--- config.mk ---
export PLATFORM = sky130hd
export DESIGN_NAME = simplez_core
export DESIGN_NICKNAME = d
export VERILOG_FILES = /design/src/rtl/simplez_core.sv
export SDC_FILE = /design/constraint.sdc
export NUM_CORES = 1
export LEC_CHECK = 0
export ABC_AREA = 1
export CAP_MARGIN = 20
export CORE_MARGIN = 2
export CORE_UTILIZATION = 30
export CTS_CLUSTER_DIAMETER = 30
export CTS_CLUSTER_SIZE = 30
export DETAILED_ROUTE_END_ITERATION = 8
export PLACE_DENSITY = 0.5
export SYNTH_ARGS = -nofsm -noshare
export SYNTH_HDL_FRONTEND = slang
export SYNTH_SLANG_ARGS = --single-unit
export TNS_END_PERCENT = 10
--- constraint.sdc ---
create_clock -name clk -period 3.45 [get_ports clk]
set_input_delay 1.035 -clock clk [delete_from_list [all_inputs] [get_ports clk]]
set_output_delay 1.035 -clock clk [all_outputs]
set_load 0.03 [all_outputs]
--- src/rtl/simplez_core.sv ---
// SIMPLEZ teaching CPU: 8-instruction ISA, I0/I1/O0/O1 sequencer plus HALT,
// AC/CP/RI datapath talking to an external synchronous single-port memory.
//
//  state | meaning
//  ------+-------------------------------------------------------------
//  S_I0  | fetch: present CP, read strobe, CP advances
//  S_I1  | decode incoming word, latch RI, execute 2-cycle instructions
//  S_O0  | operand access at RI.CD (write for ST, read for LD/ADD)
//  S_O1  | operand lands in AC for LD/ADD
//  S_H   | halted; resume pulse restarts fetching at CP
module simplez_core #(
   parameter int                ADDRW    = 9,
   parameter logic [ADDRW-1:0]  RESET_PC = '0
) (
   input  logic               clk,
   input  logic               rstn,
   input  logic               resume,
   output logic [ADDRW-1:0]   mem_addr,
   output logic               mem_rd,
   output logic               mem_wr,
   output logic [ADDRW+2:0]   mem_wdata,
   input  logic [ADDRW+2:0]   mem_rdata,
   output logic               stop,
   output logic [ADDRW+2:0]   dbg_ac,
   output logic [ADDRW-1:0]   dbg_pc,
   output logic [ADDRW+2:0]   dbg_ri
);

   localparam int DATAW = ADDRW + 3;

   localparam logic [2:0] OP_ST   = 3'd0;
   localparam logic [2:0] OP_LD   = 3'd1;
   localparam logic [2:0] OP_ADD  = 3'd2;
   localparam logic [2:0] OP_BR   = 3'd3;
   localparam logic [2:0] OP_BZ   = 3'd4;
   localparam logic [2:0] OP_CLR  = 3'd5;
   localparam logic [2:0] OP_DEC  = 3'd6;
   localparam logic [2:0] OP_HALT = 3'd7;

   typedef enum logic [2:0] {S_I0, S_I1, S_O0, S_O1, S_H} state_t;

   state_t             state_q, state_d;
   logic [ADDRW-1:0]   cp_q, cp_d;
   logic [DATAW-1:0]   ac_q, ac_d;
   logic [DATAW-1:0]   ri_q, ri_d;

   logic [2:0]         rd_op, ri_op;
   logic [ADDRW-1:0]   rd_cd, ri_cd;

   assign rd_op = mem_rdata[DATAW-1:ADDRW];
   assign rd_cd = mem_rdata[ADDRW-1:0];
   assign ri_op = ri_q[DATAW-1:ADDRW];
   assign ri_cd = ri_q[ADDRW-1:0];

   always_comb begin
      state_d = state_q;
      cp_d    = cp_q;
      ac_d    = ac_q;
      ri_d    = ri_q;
      case (state_q)
         S_I0: begin
            cp_d    = cp_q + ADDRW'(1);
            state_d = S_I1;
         end
         S_I1: begin
            // decode straight from the bus; RI only becomes valid next cycle
            ri_d    = mem_rdata;
            state_d = S_I0;
            case (rd_op)
               OP_BR:   cp_d = rd_cd;
               OP_BZ:   if (ac_q == '0) cp_d = rd_cd;
               OP_CLR:  ac_d = '0;
               OP_DEC:  ac_d = ac_q - DATAW'(1);
               OP_HALT: state_d = S_H;
               default: state_d = S_O0;
            endcase
         end
         S_O0: state_d = S_O1;
         S_O1: begin
            if (ri_op == OP_LD)  ac_d = mem_rdata;
            if (ri_op == OP_ADD) ac_d = ac_q + mem_rdata;
            state_d = S_I0;
         end
         S_H: if (resume) state_d = S_I0;
         default: state_d = S_I0;
      endcase
   end

   always_ff @(posedge clk) begin
      if (!rstn) begin
         state_q <= S_I0;
         cp_q    <= RESET_PC;
         ac_q    <= '0;
         ri_q    <= '0;
      end else begin
         state_q <= state_d;
         cp_q    <= cp_d;
         ac_q    <= ac_d;
         ri_q    <= ri_d;
      end
   end

   // strobes are gated by rstn so an aborted ST never reaches memory
   assign mem_addr  = (state_q == S_O0) ? ri_cd : cp_q;
   assign mem_rd    = rstn && ((state_q == S_I0) ||
                      ((state_q == S_O0) && ((ri_op == OP_LD) || (ri_op == OP_ADD))));
   assign mem_wr    = rstn && (state_q == S_O0) && (ri_op == OP_ST);
   assign mem_wdata = ac_q;
   assign stop      = rstn && (state_q == S_H);
   assign dbg_ac    = ac_q;
   assign dbg_pc    = cp_q;
   assign dbg_ri    = ri_q;

endmodule

==> impl_summary.txt, run 1 <==
----------------------------------------------------
[Clock tree]
  TritonCTS clock tree ... done
  Number of sinks on the clock net ... 36
  Cells resized by post-CTS repair ... 0
  Hold bufs inserted after CTS ... 0
  Inserted Clock Buffers ... 5
  Worst-path clk slew ... 0.07 ns
  Number of buffers on the longest clock path ... 2
  Worst-Skew Late Latency ... ~0.28 ns
  Clock root buffer ... clkbuf_8
  Level count of the clock H-tree ... 2
  Post-CTS Setup Repair Bufs ... 0

[Logic synthesis]
  Synth Cell Area ... 0.002915 sq mm
  Synth cell types ... 34
  Cell accounting for the most synthesized area ... dfxtp_1
  Number of instances in the synthesized netlist ... between 400 and 500
  Yosys warning count ... 0
  Total nets after synthesis ... ~500
  Synthesized area per cell ... 6.112 sq um
  Largest cells by area after synthesis ... dfxtp_1 25%, nand2_1 16%, nor2_1 7.5%, inv_1 7.3%, a21oi_1 7.2%
  Part of the Yosys area used for sequential elements ... 0.2472
  Flops & latches, synth ... 36
  Area share of the largest cell type after synthesis ... 0.2472

[Die]
  Standard cell core area ... between 0.009 and 0.01 sq mm
  Die extent in x ... 102.6 microns
  Effective utilization at floorplan ... 0.3125
  Placement Rows ... 35
  Die Area ... 0.01052 sq mm
  IO Pins ... a little over 70
  Die Height ... just over 100 microns

[Worst hold path]
  Launch point of the worst hold path ... dbg_ri[8]$_SDFFE_PN0P_
  Worst hold path type ... reg2reg

[Cells and area]
  Synthesis-to-finish area growth ... 29.53%
  Leading cell types in the layout, fill and taps excluded ... 127 x nand2_1, 68 x clkdlybuf4s50_1, 58 x nor2_1
  Non-Filler Instances ... around 670
  Diodes inserted ... 0
  Leading cell type in the layout, fill and taps excluded ... nand2_1
  Layout cells sized above 1 ... 0.06877
  Multi-input gate area ... 0.001819 sq mm
  Number of fill cells in the layout ... 1022
  Final core utilization ... 0.4048
  Number of nets at the end of the flow ... 568
  FF+latch area ... 720.7 sq um

[Global route]
  Pin count of the biggest net entering global routing ... 22
  Number of global-route vias before repair ... 2882
  Aggregate global routing overflow ... 0
  Number of antenna violations at the first check in global routing ... 0
  Wire length of the first global-routing pass ... between 10 and 15 mm
  Total Routing Usage GR ... 0.1778

[Timing]
  Hold Vio Cnt, Final ... 0
  Highest attainable clock frequency ... 309.2 MHz
  Share of the clock period used by the worst path ... 0.9373
  Transition at the pin with the smallest max-transition slack ... 0.7648 ns
  Number of endpoints failing setup at the final stage ... 0
  Normalized max-slew margin ... 0.4885
  Shortest clock period the worst path allows after layout ... 3.234 ns
  Max-slew violation total from the final report ... 0
  Unrepaired setup endpoints after global routing ... false
  Post-Route Setup TNS ... 0 ns
  Clock tree skew after final layout ... ~0.0047 ns

[Worst setup path]
  CP Class ... in2out
  CP Capture Type ... primary output
  Ordered list of cells on the worst path ... clkdlybuf4s50_1 -> inv_1 -> nor3_1 -> a21boi_0 -> buf_4
  Type of origin of the critical path ... input port
  Maximum fanout encountered on the critical timing path ... 4
  CP required ... approximately 2.4 ns
  Beginning of the worst register-to-register path ... state_q[0]$_SDFFE_PN0P_
  Critical path launch point ... rstn
  Largest stage delay, worst path ... 0.48 ns
  Worst EP arrival ... 2.20 ns
  Slowest cell on the critical path ... clkdlybuf4s50_1

[Detailed routing]
  Via count of the routed design ... roughly 3200
  Average wire per cell in the routed design ... 13.55 microns
  TritonRoute pass-1 iters ... 4
  Antenna Violating Nets Remaining ... 0
  Iteration-0 DRC count of the detailed router ... between 100 and 150
  Total length of routed wires ... approximately 9.0 mm
  Vias per cell ... about 4.7
  # DRC ... 0

[Power and ir drop]
  Power density of the placed cells ... slightly below 400 mW/mm^2
  Pleak ... approximately 1.6 nW
  Worst-case vdd ir drop ... approximately 0.17 mV

[Outcome]
  Status ... complete, no violations

[Run]
  Maximum capacitance violations ... 0

[Place]
  Number of port buffers ... ~70
  Cell count after placement ... 660
  Dpl hpwl ... 7.011 mm
  Final weighted congestion of routability-driven global placement ... around 0.90

----------------------------------------------------
[critical path: cells and delay by family]
family	cells	cell delay, ns
AOI/OAI and AO/OA	1	0.21
buffers and inverters	3	0.77
and+or+nand+nor	1	0.19
[layout make-up]
| class | instances | area share |
|---|---|---|
| multi-input cells | 358 | 0.4818 |
| repair buffers | 77 | 0.1981 |
| flip-flops and latches | 36 | 0.1909 |
| inverters | 60 | 0.06097 |
| well taps | 129 | 0.04274 |
| clock buffers | 7 | 0.02551 |
[report_power, final]
part | internal, mW | leakage (nW) | switching, mW
sequential | 0.453 | 0.296 | 0.0536
combinational | 0.245 | 1.30 | 0.403
clock | 0.178 | 0.0503 | 0.156
total | 0.876 | 1.65 | 0.613
[sequential cells by signal (all words and copies together), names as in the netlist]
register  cells
state_q       3
dbg_pc        9
dbg_ac       12
dbg_ri       12
[through the flow]
stage	hold WS (ns)	setup WS, ns	cell area (sq um)	power (mW)
finish	0.4828	0.2163	3776	1.489
global route	0.4961	0.1189	3776	1.594
CTS	0.4865	0.1805	3776	1.507
detailed placement	0.4740	0.1805	3680	1.166
global placement	0.4685	0.2128	3680	1.162
floorplan	0.4863	0.02241	2922	0.9516
[logic make-up (layout without fill, tap and decap cells)]
| family | count (synthesis) | after routing | synth area share |
|---|---|---|---|
| compound gates | 88 | 88 | 0.1614 |
| xor+xnor | 11 | 11 | 0.03305 |
| fa+ha+maj | 15 | 15 | 0.06695 |
| buf+inv | 83 | 144 | 0.1309 |
| flops | 36 | 36 | 0.2472 |
| simple gates | 244 | 244 | 0.3605 |
[routing by layer]
layer / track usage / up-vias / routed length [microns]
li1: - / 1647 / -
met1: 0.2360 / 1416 / 4316
met2: 0.3037 / 83 / 4214
met3: 0.02644 / 6 / 403
met4: 0.04308 / 0 / 102
met5: 0 / - / 0
[final timing paths]
path | end | slack [ns] | cells after the start
setup reg to reg | dbg_ac[5]$_SDFFE_PN0P_ | 1.26 | 7
hold reg to reg | dbg_ri[8]$_SDFFE_PN0P_ | 0.48 | 2
setup / recovery | mem_rd | 0.22 | 5
hold / removal | dbg_ri[8]$_SDFFE_PN0P_ | 0.48 | 2
[Yosys cell counts]
master,n
buf_4,12
nor2_4,2
dfxtp_1,36
o211ai_1,1
xor2_1,9
o31ai_1,3
o21ai_0,32
inv_2,2
a21boi_0,1
buf_1,1
or4_1,1
nand3_1,34
xnor2_1,2
inv_1,57
ha_1,14
buf_2,4
a21oi_2,4
clkbuf_1,4
nand2_1,127
o21a_1,1
o21ai_1,4
nor3_4,1
a21oi_1,42
nand3_2,1
nor3_1,5
buf_6,2
nor4_1,2
fa_1,1
nand4_1,4
nand2_2,5
nor3_2,3
nor2_2,1
inv_6,1
nor2_1,58
Note: power is estimated with default switching activity, not from simulation.
==> run 2, diff against run 1 <==
ABC_AREA = not set   (was 1)
==> impl_summary.txt, run 2 <==
----------------------------------------------------
[Outcome]
  Status ... complete, no violations

[Global route]
  Met2 Use GR ... 0.2919 (-0.01177)
  Pin count of the biggest net entering global routing ... 29 (+32%)
  Number of antenna violations at the first check in global routing ... 0 (unchanged)
  Met1 track demand over resource in global routing ... 0.2325 (-0.003503)
  Aggregate global routing overflow ... 0 (unchanged)
  Number of global-route vias before repair ... 2776 (-3.7%)
  Wire length of the first global-routing pass ... 14.17 mm (-2.4%)
  Total Routing Usage GR ... 0.1735 (-0.004223)
  Highest-utilization routing layer at the global route stage ... met2
  GR Util met3 ... 0.02277 (-0.003666)

[Die]
  Die Height ... 101.4 microns (-1.1%)
  Standard cell core area ... 0.009240 sq mm (-0.94%)
  Die Area ... 0.01028 sq mm (-2.3%)
  Effective utilization at floorplan ... 0.3081 (-0.004485)
  IO Pins ... 72 (unchanged)
  Placement Rows ... 35 (unchanged)
  Die extent in x ... 101.4 microns (-1.1%)

[Timing]
  Hold Vio Cnt, Final ... 0 (unchanged)
  Normalized max-slew margin ... 0.5084 (+0.01988)
  Shortest clock period the worst path allows after layout ... 3.198 ns (-0.03578 ns)
  Post-Route Setup TNS ... 0 ns (unchanged)
  Max-slew violation total from the final report ... 0 (unchanged)
  Share of the clock period used by the worst path ... 0.9269 (-0.01037)
  Clock tree skew after final layout ... 0.004304 ns (-0.0003914 ns)
  Number of endpoints failing setup at the final stage ... 0 (unchanged)
  Unrepaired setup endpoints after global routing ... false
  Transition at the pin with the smallest max-transition slack ... 0.7352 ns (-0.02956 ns)
  Highest attainable clock frequency ... 312.7 MHz (+1.1%)

[Worst setup path]
  Maximum fanout encountered on the critical timing path ... 10 (+6)
  CP required ... 2.41 ns (about the same)
  Worst EP arrival ... 2.16 ns (-0.04 ns)
  CP Capture Type ... primary output
  Type of origin of the critical path ... flop
  Critical path launch point ... state_q[0]$_SDFFE_PN0P_
  CP Class ... reg2out
  Beginning of the worst register-to-register path ... state_q[2]$_SDFFE_PN0P_

[Cells and area]
  Leading cell type in the layout, fill and taps excluded ... clkdlybuf4s50_1
  Leading cell types in the layout, fill and taps excluded ... 68 x clkdlybuf4s50_1, 53 x nand2_1, 42 x a21oi_1
  Diodes inserted ... 0 (unchanged)
  Layout cells sized above 1 ... 0.1103 (+0.04156)
  Multi-input gate area ... 0.001883 sq mm (+3.5%)
  Number of fill cells in the layout ... 974 (-4.7%)
  Number of nets at the end of the flow ... 455 (-20%)
  Synthesis-to-finish area growth ... 30.81%
  FF+latch area ... 720.7 sq um (unchanged)

[Clock tree]
  Worst-Skew Late Latency ... 0.29 ns (about the same)
  Hold bufs inserted after CTS ... 0 (unchanged)
  Number of buffers on the longest clock path ... 2 (unchanged)
  Post-CTS Setup Repair Bufs ... 0 (unchanged)
  Clock root buffer ... clkbuf_8
  TritonCTS clock tree ... done
  Inserted Clock Buffers ... 5 (unchanged)
  Cells resized by post-CTS repair ... 0 (unchanged)
  Level count of the clock H-tree ... 2 (unchanged)
  Worst-path clk slew ... 0.08 ns (about the same)
  Number of sinks on the clock net ... 36 (unchanged)

[Logic synthesis]
  Yosys warning count ... 0 (unchanged)
  Cell accounting for the most synthesized area ... dfxtp_1
  Most used standard cells in the synthesized netlist ... 53 x nand2_1, 42 x a21oi_1, 36 x dfxtp_1
  Area share of the largest cell type after synthesis ... 0.2532 (+0.005977)
  Dominant combinational cell family by area after synthesis ... compound AO/OA/AOI/OAI gates
  Arithmetic-cell share of the synthesized area counting full adders, half adders and majority gates ... 0.06857 (+0.001619)
  Synth Cell Area ... 0.002846 sq mm (-2.4%)
  Multiplexer fraction of the synthesized cell area ... 0.04615 (+0.04615)
  Synth async-reset ratio ... 0 (unchanged)
  Part of the Yosys area used for sequential elements ... 0.2532 (+0.005977)
  Largest cells by area after synthesis ... dfxtp_1 25%, a21oi_1 7.4%, nand2_1 7.0%, ha_1 6.2%, mux2_2 3.6%
  Xor and xnor area share after synthesis ... 0.02462 (-0.008432)
  Most used standard cell by instance count after synthesis ... nand2_1
  Synthesized area per cell ... 7.842 sq um (+28%)
  Number of instances in the synthesized netlist ... 363 (-24%)
  Flops & latches, synth ... 36 (unchanged)
  Fraction of the mapped netlist area in simple logic gates ... 0.2347 (-0.1258)
  Dominant register cell in the synthesized netlist ... dfxtp_1
  Synth cell types ... 66 (+94%)
  Total nets after synthesis ... 393 (-22%)
  Number of enable-type register cells in the synthesized netlist ... 0 (unchanged)
  Complex-gate fraction of the synthesized area ... 0.2875 (+0.1261)

[Detailed routing]
  # DRC ... 0 (unchanged)
  Total length of routed wires ... 8.578 mm (-5.1%)
  Iteration-0 DRC count of the detailed router ... 113 (-16%)
  Average wire per cell in the routed design ... 15.46 microns (+14%)
  Vias per cell ... 5.214 (+10%)
  Antenna Violating Nets Remaining ... 0 (unchanged)
  TritonRoute pass-1 iters ... 4 (unchanged)
  Via count of the routed design ... 2894 (-8.2%)

[Power and ir drop]
  Pleak ... 1.410 nW (-14%)
  Total power draw ... 1.230 mW (-17%)
  Worst-case vdd ir drop ... 0.1276 mV (-26%)
  Power density of the placed cells ... 330.4 mW/mm^2 (-16%)

[Place]
  Number of port buffers ... 71 (unchanged)
  Final weighted congestion of routability-driven global placement ... 0.9301 (+3.0%)
  Dpl hpwl ... 6.550 mm (-6.6%)

[Worst hold path]
  Launch point of the worst hold path ... dbg_ri[5]$_SDFFE_PN0P_
  Worst hold path type ... reg2reg

[Run]
  Maximum capacitance violations ... 0 (unchanged)

----------------------------------------------------
-- run 2: changes by cell type after synthesis, moves of 9 or more --
cell,before,now
inv_1,57,6
mux2_2,0,9
nand2_1,127,53
nand3_1,34,6
nor2_1,58,24
o21ai_0,32,17
o21ai_1,4,15
-- run 2: layer usage --
layer	up-vias	wire, microns	part of all wire
li1	1447	-	-
met1	1365	4034	0.47
met2	73	4054	0.47
met3	9	352	0.041
met4	0	136	0.016
met5	-	0	0
-- run 2: worst max-delay path, cell delays in order, from the launching register on --
cell and delay (ns):
dfxtp_1 0.43, nand2b_1 0.21, nor2_1 0.10, buf_4 0.19
mux2_2 0.34, clkdlybuf4s50_1 0.59
-- run 2: layout make-up --
class                           instances  area share
Tap cell                              129     0.04335
Clock inverter                          2    0.009409
Timing Repair Buffer                   86      0.2224
Inverter                                6    0.006048
Sequential cell                        36      0.1935
Clock buffer                            6     0.01949
Multi-Input combinational cell        290      0.5057
-- run 2: per-stage QoR --
step | hold WS, ns | area, sq um | util | setup slack (ns) | std cells
6_report | 0.4728 | 3724 | 0.4030 | 0.2521 | 555
5_1_grt | 0.4935 | 3724 | 0.4030 | 0.1206 | 555
4_1_cts | 0.4766 | 3724 | 0.4030 | 0.2363 | 555
3_5_place_dp | 0.4655 | 3616 | 0.3913 | 0.01595 | 547
3_3_place_gp | 0.4611 | 3616 | 0.3913 | 0.07706 | 547
2_1_floorplan | 0.5319 | 2846 | - | 0.4679 | 363
-- run 2: kinds of logic (layout without fill, tap and decap cells) --
family | Yosys count | count (layout)
and+or+nand+nor | 129 | 129
xor gates and xnor gates | 8 | 8
AOI/OAI and AO/OA | 126 | 126
muxes | 12 | 12
buffers and inverters | 37 | 100
DFF | 36 | 36
adders and majority gates | 15 | 15
-- run 2: worst paths after layout --
kind	depth (start not counted)	slack [ns]	end
max	5	0.25	mem_addr[3]
min	2	0.47	dbg_ri[5]$_SDFFE_PN0P_
max reg2reg	5	1.04	dbg_ac[9]$_SDFFE_PN0P_
min reg2reg	2	0.47	dbg_ri[5]$_SDFFE_PN0P_
-- run 2: power by group --
group	total, mW	leakage (nW)	switching, mW	internal (mW)
combinational	0.380	1.06	0.220	0.161
sequential	0.470	0.294	0.0321	0.438
clock	0.380	0.0552	0.165	0.215
total	1.23	1.41	0.417	0.814
